File: src/rtl/image_stream_reader.sv
// Streams a stored image frame out of word-addressed memory one pixel at a time, with SOF/EOL/EOF flags.
// Optional READER_GRAY_EN adds a registered luma output (gray_out) alongside each pixel.
module image_stream_reader #(
    parameter int unsigned WIDTH     = 768,
    parameter int unsigned HEIGHT    = 512,
    parameter int unsigned CH        = 3,
    parameter int unsigned DW        = 8,
    parameter int unsigned BOTTOM_UP = 1,
    parameter int unsigned AW        = 24
) (
    input  logic             HCLK,
    input  logic             HRESETn,
    input  logic             start,
    output logic             mem_rd_en,
    output logic [AW-1:0]    mem_addr,
    input  logic [DW-1:0]    mem_rdata,
    output logic             pix_valid,
    input  logic             pix_ready,
    output logic [CH*DW-1:0] pix_data,
    output logic             pix_sof,
    output logic             pix_eol,
    output logic             pix_eof,
    output logic             busy,
    output logic             done
`ifdef READER_GRAY_EN
    ,
    output logic [DW-1:0]    gray_out
`endif
);

    localparam int unsigned CW = (WIDTH > 1) ? $clog2(WIDTH) : 1;
    localparam int unsigned RW = (HEIGHT > 1) ? $clog2(HEIGHT) : 1;
    localparam int unsigned KW = 3;
    localparam int unsigned PW = CH * DW;

    typedef enum logic [2:0] {IDLE, FETCH, CAPT, OUT, DONE} state_e;

    state_e          state_q, state_d;
    logic [RW-1:0]   row_q, row_d;
    logic [CW-1:0]   col_q, col_d;
    logic [KW-1:0]   ch_q, ch_d;
    logic            rd_en_q, rd_en_d;
    logic [AW-1:0]   addr_q, addr_d;
    logic [PW-1:0]   data_q, data_d;
    logic            valid_q, valid_d;
    logic            sof_q, sof_d;
    logic            eol_q, eol_d;
    logic            eof_q, eof_d;
    logic            busy_q, busy_d;
    logic            done_q, done_d;
    logic            last_col_c, last_row_c;
    logic [AW-1:0]   row_sel_c, addr_c;

    always_ff @(posedge HCLK or negedge HRESETn) begin
        if (!HRESETn) begin
            state_q <= IDLE;
            row_q   <= '0;
            col_q   <= '0;
            ch_q    <= '0;
            rd_en_q <= 1'b0;
            addr_q  <= '0;
            data_q  <= '0;
            valid_q <= 1'b0;
            sof_q   <= 1'b0;
            eol_q   <= 1'b0;
            eof_q   <= 1'b0;
            busy_q  <= 1'b0;
            done_q  <= 1'b0;
        end else begin
            state_q <= state_d;
            row_q   <= row_d;
            col_q   <= col_d;
            ch_q    <= ch_d;
            rd_en_q <= rd_en_d;
            addr_q  <= addr_d;
            data_q  <= data_d;
            valid_q <= valid_d;
            sof_q   <= sof_d;
            eol_q   <= eol_d;
            eof_q   <= eof_d;
            busy_q  <= busy_d;
            done_q  <= done_d;
        end
    end

    always_comb begin
        state_d    = state_q;
        row_d      = row_q;
        col_d      = col_q;
        ch_d       = ch_q;
        rd_en_d    = 1'b0;
        addr_d     = addr_q;
        data_d     = data_q;
        valid_d    = valid_q;
        sof_d      = sof_q;
        eol_d      = eol_q;
        eof_d      = eof_q;
        last_col_c = (col_q == CW'(WIDTH - 1));
        last_row_c = (row_q == RW'(HEIGHT - 1));

        // Read data lands one cycle after its strobe, so slot ch-1 fills while ch is being read.
        for (int unsigned c = 0; c < CH; c++) begin
            if ((state_q == FETCH || state_q == CAPT) && ch_q == KW'(c + 1))
                data_d[c*DW +: DW] = mem_rdata;
        end

        case (state_q)
            IDLE: begin
                if (start) begin
                    row_d   = '0;
                    col_d   = '0;
                    ch_d    = '0;
                    rd_en_d = 1'b1;
                    state_d = FETCH;
                end
            end
            FETCH: begin
                ch_d = ch_q + KW'(1);
                if (ch_q == KW'(CH - 1)) state_d = CAPT;
                else                     rd_en_d = 1'b1;
            end
            CAPT: begin
                ch_d    = '0;
                valid_d = 1'b1;
                sof_d   = (row_q == '0) && (col_q == '0);
                eol_d   = last_col_c;
                eof_d   = last_col_c && last_row_c;
                state_d = OUT;
            end
            OUT: begin
                if (pix_ready) begin
                    valid_d = 1'b0;
                    sof_d   = 1'b0;
                    eol_d   = 1'b0;
                    eof_d   = 1'b0;
                    if (last_col_c && last_row_c) begin
                        state_d = DONE;
                    end else begin
                        if (last_col_c) begin
                            col_d = '0;
                            row_d = row_q + RW'(1);
                        end else begin
                            col_d = col_q + CW'(1);
                        end
                        rd_en_d = 1'b1;
                        state_d = FETCH;
                    end
                end
            end
            DONE:    state_d = IDLE;
            default: state_d = IDLE;
        endcase

        busy_d = (state_d != IDLE);
        done_d = (state_d == DONE);

        // Address of the word to be strobed next cycle, from the updated row/col/ch.
        row_sel_c = (BOTTOM_UP != 0) ? (AW'(HEIGHT - 1) - AW'(row_d)) : AW'(row_d);
        addr_c    = AW'(WIDTH * CH) * row_sel_c + AW'(CH) * AW'(col_d) + AW'(ch_d);
        if (rd_en_d) addr_d = addr_c;
    end

    assign mem_rd_en = rd_en_q;
    assign mem_addr  = addr_q;
    assign pix_valid = valid_q;
    assign pix_data  = data_q;
    assign pix_sof   = sof_q;
    assign pix_eol   = eol_q;
    assign pix_eof   = eof_q;
    assign busy      = busy_q;
    assign done      = done_q;

`ifdef READER_GRAY_EN
    // Missing channels fall back to channel 0 for narrow pixels.
    localparam int unsigned C1 = (CH > 1) ? 1 : 0;
    localparam int unsigned C2 = (CH > 2) ? 2 : 0;
    localparam int unsigned GW = DW + 9;

    logic [DW-1:0] gray_q, gray_d;
    logic [GW-1:0] gray_sum_c;

    always_comb begin
        gray_sum_c = GW'(77)  * GW'(data_d[0*DW +: DW])
                   + GW'(150) * GW'(data_d[C1*DW +: DW])
                   + GW'(29)  * GW'(data_d[C2*DW +: DW]);
        gray_d = gray_q;
        if (state_q == CAPT) gray_d = DW'(gray_sum_c >> 8);
    end

    always_ff @(posedge HCLK or negedge HRESETn) begin
        if (!HRESETn) gray_q <= '0;
        else          gray_q <= gray_d;
    end

    assign gray_out = gray_q;
`endif

endmodule
File: config.mk
export PLATFORM = sky130hd
export DESIGN_NAME = image_stream_reader
export DESIGN_NICKNAME = d
export VERILOG_FILES = /design/src/rtl/image_stream_reader.sv
export SDC_FILE = /design/constraint.sdc
export NUM_CORES = 1
export LEC_CHECK = 0
export BUFFER_PORTS_ARGS = -buffer_cell sky130_fd_sc_hd__buf_2
export CAP_MARGIN = 0
export CORE_ASPECT_RATIO = 0.6
export CORE_MARGIN = 3
export CORE_UTILIZATION = 50
export CTS_CLUSTER_SIZE = 16
export DETAILED_ROUTE_END_ITERATION = 7
export PLACE_DENSITY_LB_ADDON = 0.3
export SLEW_MARGIN = 20
export SYNTH_ARGS = -nofsm -noshare
export SYNTH_HDL_FRONTEND = slang
export SYNTH_SLANG_ARGS = --single-unit
File: constraint.sdc
create_clock -name HCLK -period 6.94 [get_ports HCLK]
set_input_delay 1.041 -clock HCLK [delete_from_list [all_inputs] [get_ports HCLK]]
set_output_delay 1.041 -clock HCLK [all_outputs]
set_load 0.03 [all_outputs]
# After elaboration in Yosys (flattened, before gate mapping)
# Cells that the tools add are included.
op_classes:
  addsub: 6
  multipliers: 2
  n_eq_ne: 10
  n_mux: 27
  n_reduce_logical: 12
op_table:
  columns: ["operator", "count"]
  rows:
  - ["10-bit two-way mux", 4]
  - ["9-bit two-way mux", 4]
  - ["24-bit by 12-bit adder with 24-bit output", 1]
  - ["24-bit by 3-bit adder with 24-bit output", 1]
  - ["4-bit by 24-bit multiplier with 16-bit output (first input constant)", 1]
  - ["10-bit one-hot mux with 2 select lines", 1]
  - ["9-bit one-hot mux with 2 select lines", 1]
  - ["3-bit two-way mux", 5]
  - ["3-bit by 2-bit == test with 1-bit output (second input constant)", 4]
  - ["2-bit by 10-bit multiplier with 12-bit output (first input constant)", 1]
  - ["3-bit one-hot mux with 4 select lines", 1]
  - ["10-bit by 1-bit adder with 10-bit output (second input constant)", 1]
  - ["10-bit == test (second input constant)", 1]
  - ["10-bit logical NOT", 1]
  - ["9-bit by 9-bit subtractor with 10-bit output (first input constant)", 1]
  - ["9-bit by 1-bit adder with 9-bit output (second input constant)", 1]
  - ["9-bit == test (second input constant)", 1]
  - ["9-bit logical NOT", 1]
  - ["3-bit one-hot mux with 3 select lines", 1]
  - ["1-bit one-hot mux with 2 select lines", 4]
  - ["3-bit by 1-bit == test with 1-bit output (second input constant)", 2]
  - ["1-bit logical AND", 5]
  - ["1-bit two-way mux", 5]
  - ["3-bit by 1-bit adder with 3-bit output (second input constant)", 1]
  - ["8 further kinds", 8]
totals:
  reg_bits: 80
  in_bits: 12
  output_inout_bits: 55
  word_cells: 72

# Depth between registers and ports, before layout
# Gate-level depths: netlist of run 1.
logic_depth:
  ltp_word: 9
  ltp_mapped: 21
  ltp_nobuf: 21

# Least setup slack after synthesis of run 1
# Ideal clock, no wire load.
synth_path:
  kind: "reg-to-reg"
  startpoint: "register row_q[0]"
  endpoint: "register addr_q[19] (netlist: mem_addr[19])"
  setup_ns: 0.124
  arrival_ns: 4.180
  t_required_ns: 6.816
  slack_ns: 2.636
  stages_incl_launch_ff: 18
  path_buffers: 0
  synth_period_minus_slack_ns: 4.304
  path_cell_list: "dfrtp_1 ha_1 nand3_1 nor2_1 ha_1 and4bb_1 nand2_1 or4_1 o21a_1 ha_1 ha_1 o21a_2 a211o_1 a221oi_2 nand4_2 and4bb_1 xnor2_1 o21ai_1"
synth_between:
  elab_chain_len: 9
  elab_cells_between_ends: 19
  cone_classes: "4 x add/sub; 2 x mul; 1 x eq/ne; 11 x mux; 1 x reduce/logical"
synth_lines:
  columns: ["item", "line", "rtl"]
  rows:
  - ["start: declaration", "39", "logic [RW-1:0] row_q, row_d;"]
  - ["start signal: assignment", "71", "row_q <= row_d;"]
  - ["9-bit by 1-bit adder with 9-bit output or 9-bit == test (tied branches)", "141, 99", null]
  - ["9-bit two-way mux or 1-bit logical AND (tied branches)", "139, 136", null]
  - ["9-bit two-way mux", "136", "if (last_col_c && last_row_c) begin"]
  - ["9-bit two-way mux", "131", "if (pix_ready) begin"]
  - ["9-bit one-hot mux with 2 select lines", "107", "case (state_q)"]
  - ["9-bit by 9-bit subtractor with 10-bit output", "158", "row_sel_c = (BOTTOM_UP != 0) ? (AW'(HEIGHT - 1) - AW'(row_d)) : AW'(row_d);"]
  - ["4-bit by 24-bit multiplier with 16-bit output", "159", "addr_c = AW'(WIDTH * CH) * row_sel_c + AW'(CH) * AW'(col_d) + AW'(ch_d);"]
  - ["24-bit by 12-bit adder with 24-bit output", "159", null]
  - ["24-bit by 3-bit adder with 24-bit output", "159", null]
  - ["end signal: assignment", "75", "addr_q <= addr_d;"]
  - ["end: declaration", "43", "logic [AW-1:0] addr_q, addr_d;"]
# Several ways; a longest one is shown, not always the timed one.
# A chain may end at the register's enable or synchronous reset.

# Worst setup path after layout of run 1
layout_path:
  startpoint: "register col_q[0]"
  endpoint: "register addr_q[18] (netlist: mem_addr[18])"
layout_between:
  elab_chain_len: 9
  elab_cells_between_ends: 20
  cone_classes: "4 x add/sub; 2 x mul; 1 x eq/ne; 12 x mux; 1 x reduce/logical"
layout_lines:
  columns: ["item", "line", "rtl"]
  rows:
  - ["start: declaration", "40", "logic [CW-1:0] col_q, col_d;"]
  - ["start signal: assignment", "72", "col_q <= col_d;"]
  - ["10-bit == test", "98", "last_col_c = (col_q == CW'(WIDTH - 1));"]
  - ["9-bit two-way mux or 1-bit logical AND (tied branches)", "139, 136", null]
  - ["9-bit two-way mux", "136", null]
  - ["9-bit two-way mux", "131", null]
  - ["9-bit one-hot mux with 2 select lines", "107", null]
  - ["9-bit by 9-bit subtractor with 10-bit output", "158", null]
  - ["4-bit by 24-bit multiplier with 16-bit output", "159", null]
  - ["24-bit by 12-bit adder with 24-bit output", "159", null]
  - ["24-bit by 3-bit adder with 24-bit output", "159", null]
# Several ways; a longest one is shown, not always the timed one.

==> results of run 1 <==
==> synth_stat cells, types with 7 or more instances <==
cell                       number
sky130_fd_sc_hd__o21ai_1       18
sky130_fd_sc_hd__and2_1         7
sky130_fd_sc_hd__nand3_1       15
sky130_fd_sc_hd__mux2_2        27
sky130_fd_sc_hd__nand2_1       39
sky130_fd_sc_hd__dfrtp_1       78
sky130_fd_sc_hd__inv_1         35
sky130_fd_sc_hd__o21ai_0       20
sky130_fd_sc_hd__xor2_1        10
sky130_fd_sc_hd__clkbuf_1       7
sky130_fd_sc_hd__o21a_1        10
sky130_fd_sc_hd__nor2_1        34
sky130_fd_sc_hd__nor3_1         7
sky130_fd_sc_hd__ha_1          38
sky130_fd_sc_hd__xnor2_1       10
sky130_fd_sc_hd__a21oi_1       20
==> state kept, by name, indices dropped and copies added (netlist names) <==
signal	flops
row_q	9
mem_rd_en	1
done	1
mem_addr	22
pix_valid	1
state_q	3
pix_eof	1
pix_eol	1
ch_q	3
pix_sof	1
busy	1
col_q	10
pix_data	24
==> kinds of logic after synthesis <==
family / synth area share, %
compound gates: 14.9
xor+xnor: 3.95
fa+ha+maj: 12.3
buf+inv: 4.37
flops: 40.3
mux: 6.97
other cells: 0.0774
simple gates: 17.1
==> area by class of cell <==
cell class / count / area [um^2] / area share (%)
clock inverter: 6 / 61.3 / 1.10
tap: 130 / 163 / 2.92
timing repair buffer: 65 / 330 / 5.92
clock buffer: 10 / 239 / 4.29
multi-input combinational: 359 / 2690 / 48.2
sequential: 78 / 1950 / 35.0
inverter: 38 / 145 / 2.60
==> critical path: stages, from the launching register on <==
cell	delay (ps)
sky130_fd_sc_hd__dfrtp_1	470
sky130_fd_sc_hd__ha_1	250
sky130_fd_sc_hd__and2_1	290
sky130_fd_sc_hd__nand4_4	220
sky130_fd_sc_hd__inv_2	140
sky130_fd_sc_hd__nand2_1	190
sky130_fd_sc_hd__a21oi_1	420
sky130_fd_sc_hd__o21ai_0	210
sky130_fd_sc_hd__o21a_1	170
sky130_fd_sc_hd__fa_1	590
sky130_fd_sc_hd__inv_1	60
sky130_fd_sc_hd__ha_1	290
sky130_fd_sc_hd__a211oi_1	90
sky130_fd_sc_hd__o211ai_1	290
sky130_fd_sc_hd__nand4_1	170
sky130_fd_sc_hd__a31oi_1	500
sky130_fd_sc_hd__nand2_1	120
sky130_fd_sc_hd__or3_1	380
sky130_fd_sc_hd__a31oi_1	160
==> final timing paths <==
kind,cells after the start,end,start,slack [ps]
max,18,mem_addr[18],col_q[0],1860
min,2,mem_addr[7],mem_addr[7],480
max reg2reg,18,mem_addr[18],col_q[0],1860
min reg2reg,2,mem_addr[7],mem_addr[7],480
max in group asynchronous,1,row_q[1],HRESETn,5450
min in group asynchronous,1,mem_addr[4],HRESETn,860
==> per-layer routing <==
metal	wire, um	track usage (%)	up-vias
met2	4940	32.6	125
met1	5460	30.6	1897
met4	95	4.98	0
met3	679	5.57	11
li1	-	-	1869
met5	0	0	-
==> power by group through the flow <==
| stage | Sequential (mW) | Clock (mW) | Combinational [mW] |
|---|---|---|---|
| final | 0.668 | 0.475 | 0.795 |
| after global routing | 0.686 | 0.506 | 0.865 |
| after CTS | 0.668 | 0.484 | 0.802 |
| after detailed placement | 0.675 | 0 | 0.796 |
| after global placement | 0.665 | 0 | 0.774 |
| after floorplan | 0.874 | 0 | 0.362 |
==> results.env, run 1 <==
ASYNC_RESET_FF_SHARE_PCT=100
ROUTE.DETAILED.VIAS_PER_INST=5.69
SYNTHFLOPTYPE='sky130_fd_sc_hd__dfrtp_1'
AREAGROWTHSYNTHTOFINISH_PCT=15.1
VDD_DROP_MAX_V=0.000234
SYNTH_TOP_CELLS_BY_AREA='sky130_fd_sc_hd__dfrtp_1, sky130_fd_sc_hd__ha_1, sky130_fd_sc_hd__mux2_2'
INTERNAL-POWER_mW=1.14
GR-TOTAL-OVERFLOW=0
CLK_PIN_SLEW_PS=60
MAXSLEWVIOLCOUNT=0
IO_PINS=67
WEIGHTED_CONGESTION_REPORTED_AT_THE_END_OF_ROUTABILITY_DRIVEN_PLACEMENT=0.898
POWER.DENSITY_CELL_AREA_mW_PER_MM2=348
ROUTER_ITERATIONS_BEFORE_ANTENNA_REPAIR=4
CRITICALPATHCATEGORY='register to register'
PLACEABLECOREAREA_MM2=0.00929
CTS_SINK_COUNT=78
GLOBAL_ROUTE.USAGE.TOTAL_PCT=21.4
DIODES=0
STARTING_DENSITY_OF_THE_CORE_PCT=52.1
DIE_H_UM=82.2
MAX_SLEW.WORST_PIN.SLEW_PS=980
SYNTH_SEQUENTIAL_AREA_RATIO_PCT=40.3
IO_BUFFER_COUNT=64
LAYOUT.CELLS.MOST_COMMON_LIST='sky130_fd_sc_hd__dfrtp_1, sky130_fd_sc_hd__buf_2, sky130_fd_sc_hd__nand2_1, sky130_fd_sc_hd__ha_1, sky130_fd_sc_hd__inv_1'
WORST-ENDPOINT-ARRIVAL_PS=5350
TOTAL_POWER_mW=1.94
CRIT_PATH_MAX_FANOUT=8
YS_FF_LATCH=78
SYNTH_AREA_MM2=0.00484
FINISH.INSTANCE_AREA_MM2=0.00558
DRC=0
POST_CTS_BUFFERS=0
RSZ_0062_RAISED_AFTER_GLOBAL_ROUTING='false'
SETUP_TNS_PS=0
NUMPLACEDINSTANCES=670
FINAL_LAYOUT_SIZE_SUFFIX_GT1_SHARE_PCT=23.0
ROUTED_WL_UM=11200
HOLD_VIOL_FINAL=0
ROWS=27
ANTENNA_VIOLATIONS_BEFORE_REPAIR=0
TIMING.MAX_SLEW.REL_SLACK_PCT=34.7
FINALCRITICALPERIOD_PS=5080
GRT_PASS1_WL_UM=18600
CLOCK-SKEW-FINAL_PS=4.68
SWITCHING_SHARE_PCT=41.2
FINALNETCOUNT=607
SYNTH.AVG_CELL_AREA_UM2=9.93
FINALSETUPVIOLCOUNT=0
DPL_WORST_SLACK_PS=1910
SYNTH_LARGEST_AREA_CELL='sky130_fd_sc_hd__dfrtp_1'
PROPORTION_OF_POWER_DRAWN_BY_COMBINATIONAL_GATES_PCT=41.0
SYNTHCELLS=488
P_LEAK_nW=2.68
POSTPLACECELLAREA_MM2=0.00528
MAXCLOCKFREQUENCY_MHz=197
GRT_PASS1_VIAS=3663
DESIGN.DIE.AREA_MM2=0.0109
MAXCAPVIOLATIONS=0
SYNTH_TOP_AREA_SHARE_PCT=40.3
ROUTED_WIRE_LENGTH_PER_INSTANCE_UM=16.3
SW_POWER_mW=0.799
ROUTE.ANTENNA.REMAINING_NETS=0
CTS-RESIZED-GATES=0
YS_WARN_COUNT=0
FILLERINSTANCES=812
POSTCTSHOLDBUFS=0
LAYOUTNONFILLERINSTCOUNT=686
POST-ROUTE-PERIOD-UTIL_PCT=73.2
WORST_SKEW_PAIR.LATE_LATENCY_PS=340
CTS_ROOT_BUF='sky130_fd_sc_hd__clkbuf_16'
HOLD_WS_PS=476
START_KIND='register'
WORST_SLACK_PS=1860
CLK_BUF_DEPTH=2
CTS-BUFFERS-INSERTED=9
DIE-WIDTH_UM=133
DRTITER0DRC=278
SYNTH_EDF_COUNT=0
SHARE_SEQ_OF_TOTAL_POWER_PCT=34.5
DP_HPWL_UM=8250
WORSTPATHREQUIRED_PS=7210
CRIT_PATH_END_KIND='register'
DR_TOTAL_VIAS=3902
HTREE_LEVELS=3
MIN-DELAY-PATH-CLASS='register to register'
FINAL_COMMON_CELL='sky130_fd_sc_hd__dfrtp_1'
CLOCK_POWER_SHARE_PCT=24.5
GRT_START_MAX_NET_PINS=79
OUTCOME='finished clean'
FINAL_STANDARD_CELL_UTILIZATION_OF_THE_CORE_PCT=60.0
TRITONCTS='yes'
POST_SYNTH_NUM_CELL_TYPES=67
No activity file was read; power rests on OpenSTA's default activity.
==> run 2, diff against run 1 <==
==> constraint.sdc (replaced) <==
create_clock -name HCLK -period 4.7 [get_ports HCLK]
set_input_delay 0.705 -clock HCLK [delete_from_list [all_inputs] [get_ports HCLK]]
set_output_delay 0.705 -clock HCLK [all_outputs]
set_load 0.03 [all_outputs]
==> run 2 against run 1 <==
Compared with the run above: core utilization grew 2.1 points; clock-buffer cell count decreased by 1; register-to-register slack got worse by 1700 ps; sequential cell count unchanged; fmax increased by 12%; sequential power is 47% higher; combinational power increased by 52%; via count increased by 0.95%; die area unchanged; design area rose by 3.6%; critical path type unchanged.
==> results.env, run 2 (synthesis results as in run 1) <==
OUTCOME='finished clean'  # unchanged
GRT_PASS1_WL_UM=18900  # was 18600 um
R2R_END='mem_addr[18]'  # unchanged
GRT_PASS1_VIAS=3725  # was 3663
WEIGHTED_CONGESTION_REPORTED_AT_THE_END_OF_ROUTABILITY_DRIVEN_PLACEMENT=0.907  # was 0.898
WORST_SKEW_PAIR.LATE_LATENCY_PS=340  # about the same
ROUTE.ANTENNA.REMAINING_NETS=0  # unchanged
POWER.DENSITY_CELL_AREA_mW_PER_MM2=498  # was 348 mW/mm^2
MAXSLEWVIOLCOUNT=0  # unchanged
LAYOUT.CELLS.MOST_COMMON_LIST='sky130_fd_sc_hd__dfrtp_1, sky130_fd_sc_hd__buf_2, sky130_fd_sc_hd__nand2_1, sky130_fd_sc_hd__ha_1, sky130_fd_sc_hd__inv_1'  # unchanged
CTS_SINK_COUNT=78  # unchanged
TRITONCTS='yes'  # unchanged
ROWS=27  # unchanged
DESIGN.DIE.AREA_MM2=0.0109  # unchanged
TIMING.MAX_SLEW.REL_SLACK_PCT=50.4  # was 34.7%
FINALCRITICALPERIOD_PS=4530  # was 5080 ps
HTREE_LEVELS=3  # unchanged
HOLD_VIOL_FINAL=0  # unchanged
DRC=0  # unchanged
WORST-ENDPOINT-ARRIVAL_PS=4790  # was 5350 ps
REG2REGPATHDEPTH=16  # was 18
FINALNETCOUNT=623  # was 607
VDD_DROP_MAX_V=0.000322  # was 0.000234 V
MAXCLOCKFREQUENCY_MHz=221  # was 197 MHz
WORST-R2R-SETUP-SLACK_PS=170  # was 1860 ps
DIODES=0  # unchanged
CRIT_PATH_END_KIND='register'  # unchanged
START_KIND='register'  # unchanged
CRIT-REG2REG-LAUNCH='row_q[0]'  # was col_q[0]
DR_TOTAL_VIAS=3939  # was 3902
FINISH.INSTANCE_AREA_MM2=0.00577  # was 0.00558 mm^2
DP_HPWL_UM=8670  # was 8250 um
IO_BUFFER_COUNT=64  # unchanged
MIN-DELAY-PATH-CLASS='input port to asynchronous set/reset pin'  # was register to register
PLACEABLECOREAREA_MM2=0.00929  # unchanged
GR-TOTAL-OVERFLOW=0  # unchanged
ANTENNA_VIOLATIONS_BEFORE_REPAIR=0  # unchanged
MAX_SLEW.WORST_PIN.SLEW_PS=744  # was 980 ps
ROUTED_WIRE_LENGTH_PER_INSTANCE_UM=16.9  # was 16.3 um
FINAL_COMMON_CELL='sky130_fd_sc_hd__dfrtp_1'  # unchanged
FINAL_LAYOUT_SIZE_SUFFIX_GT1_SHARE_PCT=27.3  # was 23.0%
WORSTPATHREQUIRED_PS=4960  # was 7210 ps
FINALSETUPVIOLCOUNT=0  # unchanged
CLK_PIN_SLEW_PS=60  # about the same
MAXCAPVIOLATIONS=0  # unchanged
CRITICALPATHCATEGORY='register to register'  # unchanged
MAX_FFS_PER_REGISTER=24  # unchanged
IO_PINS=67  # unchanged
GLOBAL_ROUTE.USAGE.TOTAL_PCT=21.9  # was 21.4%
GRT_START_MAX_NET_PINS=79  # unchanged
DIE-WIDTH_UM=133  # unchanged
CTS-BUFFERS-INSERTED=9  # unchanged
POSTPLACECELLAREA_MM2=0.00537  # was 0.00528 mm^2
CRIT_PATH_MAX_FANOUT=8  # unchanged
STARTING_DENSITY_OF_THE_CORE_PCT=52.1  # unchanged
AREAGROWTHSYNTHTOFINISH_PCT=19.2  # was 15.1%
SETUP_TNS_PS=0  # unchanged
ROUTE.DETAILED.VIAS_PER_INST=5.62  # was 5.69
ROUTER_ITERATIONS_BEFORE_ANTENNA_REPAIR=5  # was 4
DRTITER0DRC=315  # was 278
ROUTED_WL_UM=11800  # was 11200 um
CLK_BUF_DEPTH=2  # unchanged
CTS_ROOT_BUF='sky130_fd_sc_hd__clkbuf_16'  # unchanged
CLOCK-SKEW-FINAL_PS=7.40  # was 4.68 ps
DIE_H_UM=82.2  # unchanged
POSTCTSHOLDBUFS=0  # unchanged
POST-ROUTE-PERIOD-UTIL_PCT=96.5  # was 73.2%
TOTAL_POWER_mW=2.88  # was 1.94 mW
P_LEAK_nW=2.76  # was 2.68 nW
-- run 2: how the worst max path moves through the flow --
stage	startpoint	to	slack, ps	cells after the start
floorplan	row_q[0]	mem_addr[19]	400	17
global placement	col_q[0]	mem_addr[18]	130	19
detailed placement	col_q[0]	mem_addr[18]	70	19
CTS	row_q[0]	mem_addr[19]	90	18
global route	row_q[0]	mem_addr[19]	-90	17
finish	row_q[0]	mem_addr[18]	170	16
-- run 2: critical path, cell delays in order, from the launching register on --
cell and delay [ps]:
sky130_fd_sc_hd__dfrtp_2 430, sky130_fd_sc_hd__ha_2 220, sky130_fd_sc_hd__nand3_1 90, sky130_fd_sc_hd__nor2_1 50, sky130_fd_sc_hd__ha_1 200, sky130_fd_sc_hd__and4bb_2 350
sky130_fd_sc_hd__nand4_4 180, sky130_fd_sc_hd__nor4_1 400, sky130_fd_sc_hd__o22ai_2 210, sky130_fd_sc_hd__ha_1 350, sky130_fd_sc_hd__ha_1 310, sky130_fd_sc_hd__a211o_1 300
sky130_fd_sc_hd__a211o_1 320, sky130_fd_sc_hd__a221oi_4 330, sky130_fd_sc_hd__nand4_2 170, sky130_fd_sc_hd__or3_1 390, sky130_fd_sc_hd__a31oi_1 160
-- run 2: layer usage --
| metal | GRT usage, % | share of wire [%] |
|---|---|---|
| met5 | 0 | 0 |
| met4 | 5.60 | 1.1 |
| met2 | 32.2 | 44 |
| met1 | 32.3 | 49 |
| met3 | 5.63 | 6.5 |
-- run 2: stage by stage --
stage,worst slack [ps],hold WS (ps),utilization [%],cells
floorplan,396,409,-,489
global placement,127,447,57.8,682
detailed placement,72.8,452,57.8,682
CTS,91.7,466,60.9,697
global route,-88.2,275,62.2,701
finish,165,257,62.2,701
-- run 2: power breakdown --
part	switching (mW)	total, mW	internal (mW)	leakage, nW
logic	0.795	1.21	0.412	1.66
registers	0.121	0.982	0.861	0.967
clock network	0.282	0.689	0.407	0.137
total	1.20	2.88	1.68	2.76
-- run 2: cell type report --
type                       count  area (um^2)
multi-input combinational    359         2750
inverter                      38          145
clock buffer                   9          225
clock inverter                 6         63.8
fill                         813         3520
sequential                    78         1960
tap                          130          163
timing repair buffer          81          470
-- run 2: repair_timing --
item,in CTS,in global routing
resized for setup,1,15
setup buffers,0,3
pin swaps,0,5
endpoints found under the setup margin,1,8
cloned,0,0
==> run 3, diff against run 2 <==
==> constraint.sdc (replaced) <==
create_clock -name HCLK -period 5.7 [get_ports HCLK]
set_input_delay 0.855 -clock HCLK [delete_from_list [all_inputs] [get_ports HCLK]]
set_output_delay 0.855 -clock HCLK [all_outputs]
set_load 0.03 [all_outputs]
==> run 3 against run 2 <==
Compared with the run above: clock skew is 2.3 ps lower; first-iteration DRC count is 11% higher; hold slack better by 210 ps.
==> results.env, run 3 (synthesis results as in run 1) <==
CRIT_PATH_MAX_FANOUT=8  # unchanged
HOLD_WS_PS=466  # was 257 ps
MIN-DELAY-PATH-CLASS='register to register'  # was input port to asynchronous set/reset pin
FINALCRITICALPERIOD_PS=4940  # was 4530 ps
CLK_PIN_SLEW_PS=60  # about the same
SETUP_TNS_PS=0  # unchanged
GRT_PASS1_WL_UM=18000  # was 18900 um
POWER.DENSITY_CELL_AREA_mW_PER_MM2=425  # was 498 mW/mm^2
FILLERINSTANCES=795  # was 813
TRITONCTS='yes'  # unchanged
IO_BUFFER_COUNT=64  # unchanged
PLACEABLECOREAREA_MM2=0.00929  # unchanged
WEIGHTED_CONGESTION_REPORTED_AT_THE_END_OF_ROUTABILITY_DRIVEN_PLACEMENT=0.973  # was 0.907
ROUTED_WIRE_LENGTH_PER_INSTANCE_UM=15.9  # was 16.9 um
MAXCLOCKFREQUENCY_MHz=202  # was 221 MHz
WORSTPATHREQUIRED_PS=5910  # was 4960 ps
IO_PINS=67  # unchanged
GRTUSAGEMET1_PCT=30.0  # was 32.3%
HOLD_VIOL_FINAL=0  # unchanged
CLK_BUF_DEPTH=2  # unchanged
OUTCOME='finished clean'  # unchanged
HTREE_LEVELS=3  # unchanged
WORST-ENDPOINT-ARRIVAL_PS=5150  # was 4790 ps
CLOCK-SKEW-FINAL_PS=5.14  # was 7.40 ps
POST-ROUTE-PERIOD-UTIL_PCT=86.7  # was 96.5%
CRITICALPATHCATEGORY='register to register'  # unchanged
DR_TOTAL_VIAS=3865  # was 3939
GR-TOTAL-OVERFLOW=0  # unchanged
FINAL_LAYOUT_SIZE_SUFFIX_GT1_SHARE_PCT=23.2  # was 27.3%
DRTITER0DRC=351  # was 315
POSTPLACECELLAREA_MM2=0.00528  # was 0.00537 mm^2
ROUTE.DETAILED.VIAS_PER_INST=5.63  # was 5.62
TOTAL_POWER_mW=2.39  # was 2.88 mW
ROWS=27  # unchanged
ROUTE.ANTENNA.REMAINING_NETS=0  # unchanged
CTS_ROOT_BUF='sky130_fd_sc_hd__clkbuf_16'  # unchanged
MAX_FFS_PER_REGISTER=24  # unchanged
GRT_START_MAX_NET_PINS=79  # unchanged
WORST_SKEW_PAIR.LATE_LATENCY_PS=340  # about the same
CTS_SINK_COUNT=78  # unchanged
P_LEAK_nW=2.70  # was 2.76 nW
ROUTER_ITERATIONS_BEFORE_ANTENNA_REPAIR=5  # unchanged
LAYOUT.CELLS.MOST_COMMON_LIST='sky130_fd_sc_hd__dfrtp_1, sky130_fd_sc_hd__buf_2, sky130_fd_sc_hd__nand2_1, sky130_fd_sc_hd__ha_1, sky130_fd_sc_hd__inv_1'  # unchanged
GLOBAL_ROUTE.USAGE.MET2_PCT=30.6  # was 32.2%
MAX_SLEW.WORST_PIN.SLEW_PS=597  # was 744 ps
ANTENNA_VIOLATIONS_BEFORE_REPAIR=0  # unchanged
FINALSETUPVIOLCOUNT=0  # unchanged
DP_HPWL_UM=8240  # was 8670 um
FINAL_COMMON_CELL='sky130_fd_sc_hd__dfrtp_1'  # unchanged
DIE-WIDTH_UM=133  # unchanged
FINAL_STANDARD_CELL_UTILIZATION_OF_THE_CORE_PCT=60.5  # was 62.2%
POSTCTSHOLDBUFS=0  # unchanged
RSZ_0062_RAISED_AFTER_GLOBAL_ROUTING='false'
VDD_DROP_MAX_V=0.000262  # was 0.000322 V
TIMING.MAX_SLEW.REL_SLACK_PCT=60.1  # was 50.4%
MAXSLEWVIOLCOUNT=0  # unchanged
DESIGN.DIE.AREA_MM2=0.0109  # unchanged
ROUTED_WL_UM=10900  # was 11800 um
GLOBAL_ROUTE.USAGE.TOTAL_PCT=20.7  # was 21.9%
STARTING_DENSITY_OF_THE_CORE_PCT=52.1  # unchanged
GRT_USE_MET3_PCT=6.42  # was 5.63%
FINISH.INSTANCE_AREA_MM2=0.00562  # was 0.00577 mm^2
GRT_MOST_USED_LAYER='met2'  # was met1
CTS-RESIZED-GATES=0  # was 1
POST_CTS_BUFFERS=0  # unchanged
AREAGROWTHSYNTHTOFINISH_PCT=16.0  # was 19.2%
DRC=0  # unchanged
MAXCAPVIOLATIONS=0  # unchanged
START_KIND='register'  # unchanged
GRT_PASS1_VIAS=3625  # was 3725
CTS-BUFFERS-INSERTED=9  # unchanged
CRIT_PATH_END_KIND='register'  # unchanged
DIE_H_UM=82.2  # unchanged
DIODES=0  # unchanged
FINALNETCOUNT=608  # was 623
-- run 3: final timing paths --
kind	startpoint	endpoint	slack (ps)	depth (start not counted)
setup / recovery	row_q[0]	mem_addr[19]	760	18
hold / removal	mem_addr[7]	mem_addr[7]	470	2
setup reg to reg	row_q[0]	mem_addr[19]	760	18
hold reg to reg	mem_addr[7]	mem_addr[7]	470	2
max in group asynchronous	HRESETn	pix_data[5]	4610	2
min in group asynchronous	HRESETn	mem_addr[3]	500	1
-- run 3: final cells by class --
cell class              instances  area [um^2]  area share, %
clock buffers                  10          239           4.25
repair buffers                 66          350           6.23
inverters                      38          145           2.58
well taps                     130          163           2.89
clock inverters                 6         85.1           1.51
flip-flops and latches         78         1950           34.7
multi-input cells             359         2690           47.8
-- run 3: critical path: stages, from the launching register on --
cell and delay (ps):
sky130_fd_sc_hd__dfrtp_1 420, sky130_fd_sc_hd__ha_1 270, sky130_fd_sc_hd__nand3_1 100, sky130_fd_sc_hd__nor2_1 60, sky130_fd_sc_hd__ha_1 290, sky130_fd_sc_hd__and4bb_1 420
sky130_fd_sc_hd__nand4_4 210, sky130_fd_sc_hd__nor3_1 310, sky130_fd_sc_hd__a31oi_1 130, sky130_fd_sc_hd__o22ai_1 330, sky130_fd_sc_hd__ha_1 300, sky130_fd_sc_hd__ha_1 360
sky130_fd_sc_hd__o21a_2 250, sky130_fd_sc_hd__a211o_1 310, sky130_fd_sc_hd__a221oi_2 350, sky130_fd_sc_hd__nand4_2 180, sky130_fd_sc_hd__and4bb_1 330, sky130_fd_sc_hd__xnor2_1 120
sky130_fd_sc_hd__o21ai_1 70
-- run 3: metal layers --
layer  routed length [um]  up-vias
met2                 4740      121
met5                    0        -
met1                 5300     1872
met4                   90        0
li1                     -     1861
met3                  783       11
-- run 3: where the power goes --
group | leakage [nW] | switching, mW | internal (mW)
clock | 0.154 | 0.223 | 0.393
sequential | 0.973 | 0.101 | 0.710
combinational | 1.57 | 0.635 | 0.328
total | 2.70 | 0.959 | 1.43
-- run 3: metrics by stage --
step	std cells	setup WS [ps]
after floorplan	489	1400
after global placement	670	897
after detailed placement	670	822
after CTS	686	812
after global routing	687	335
final	687	761
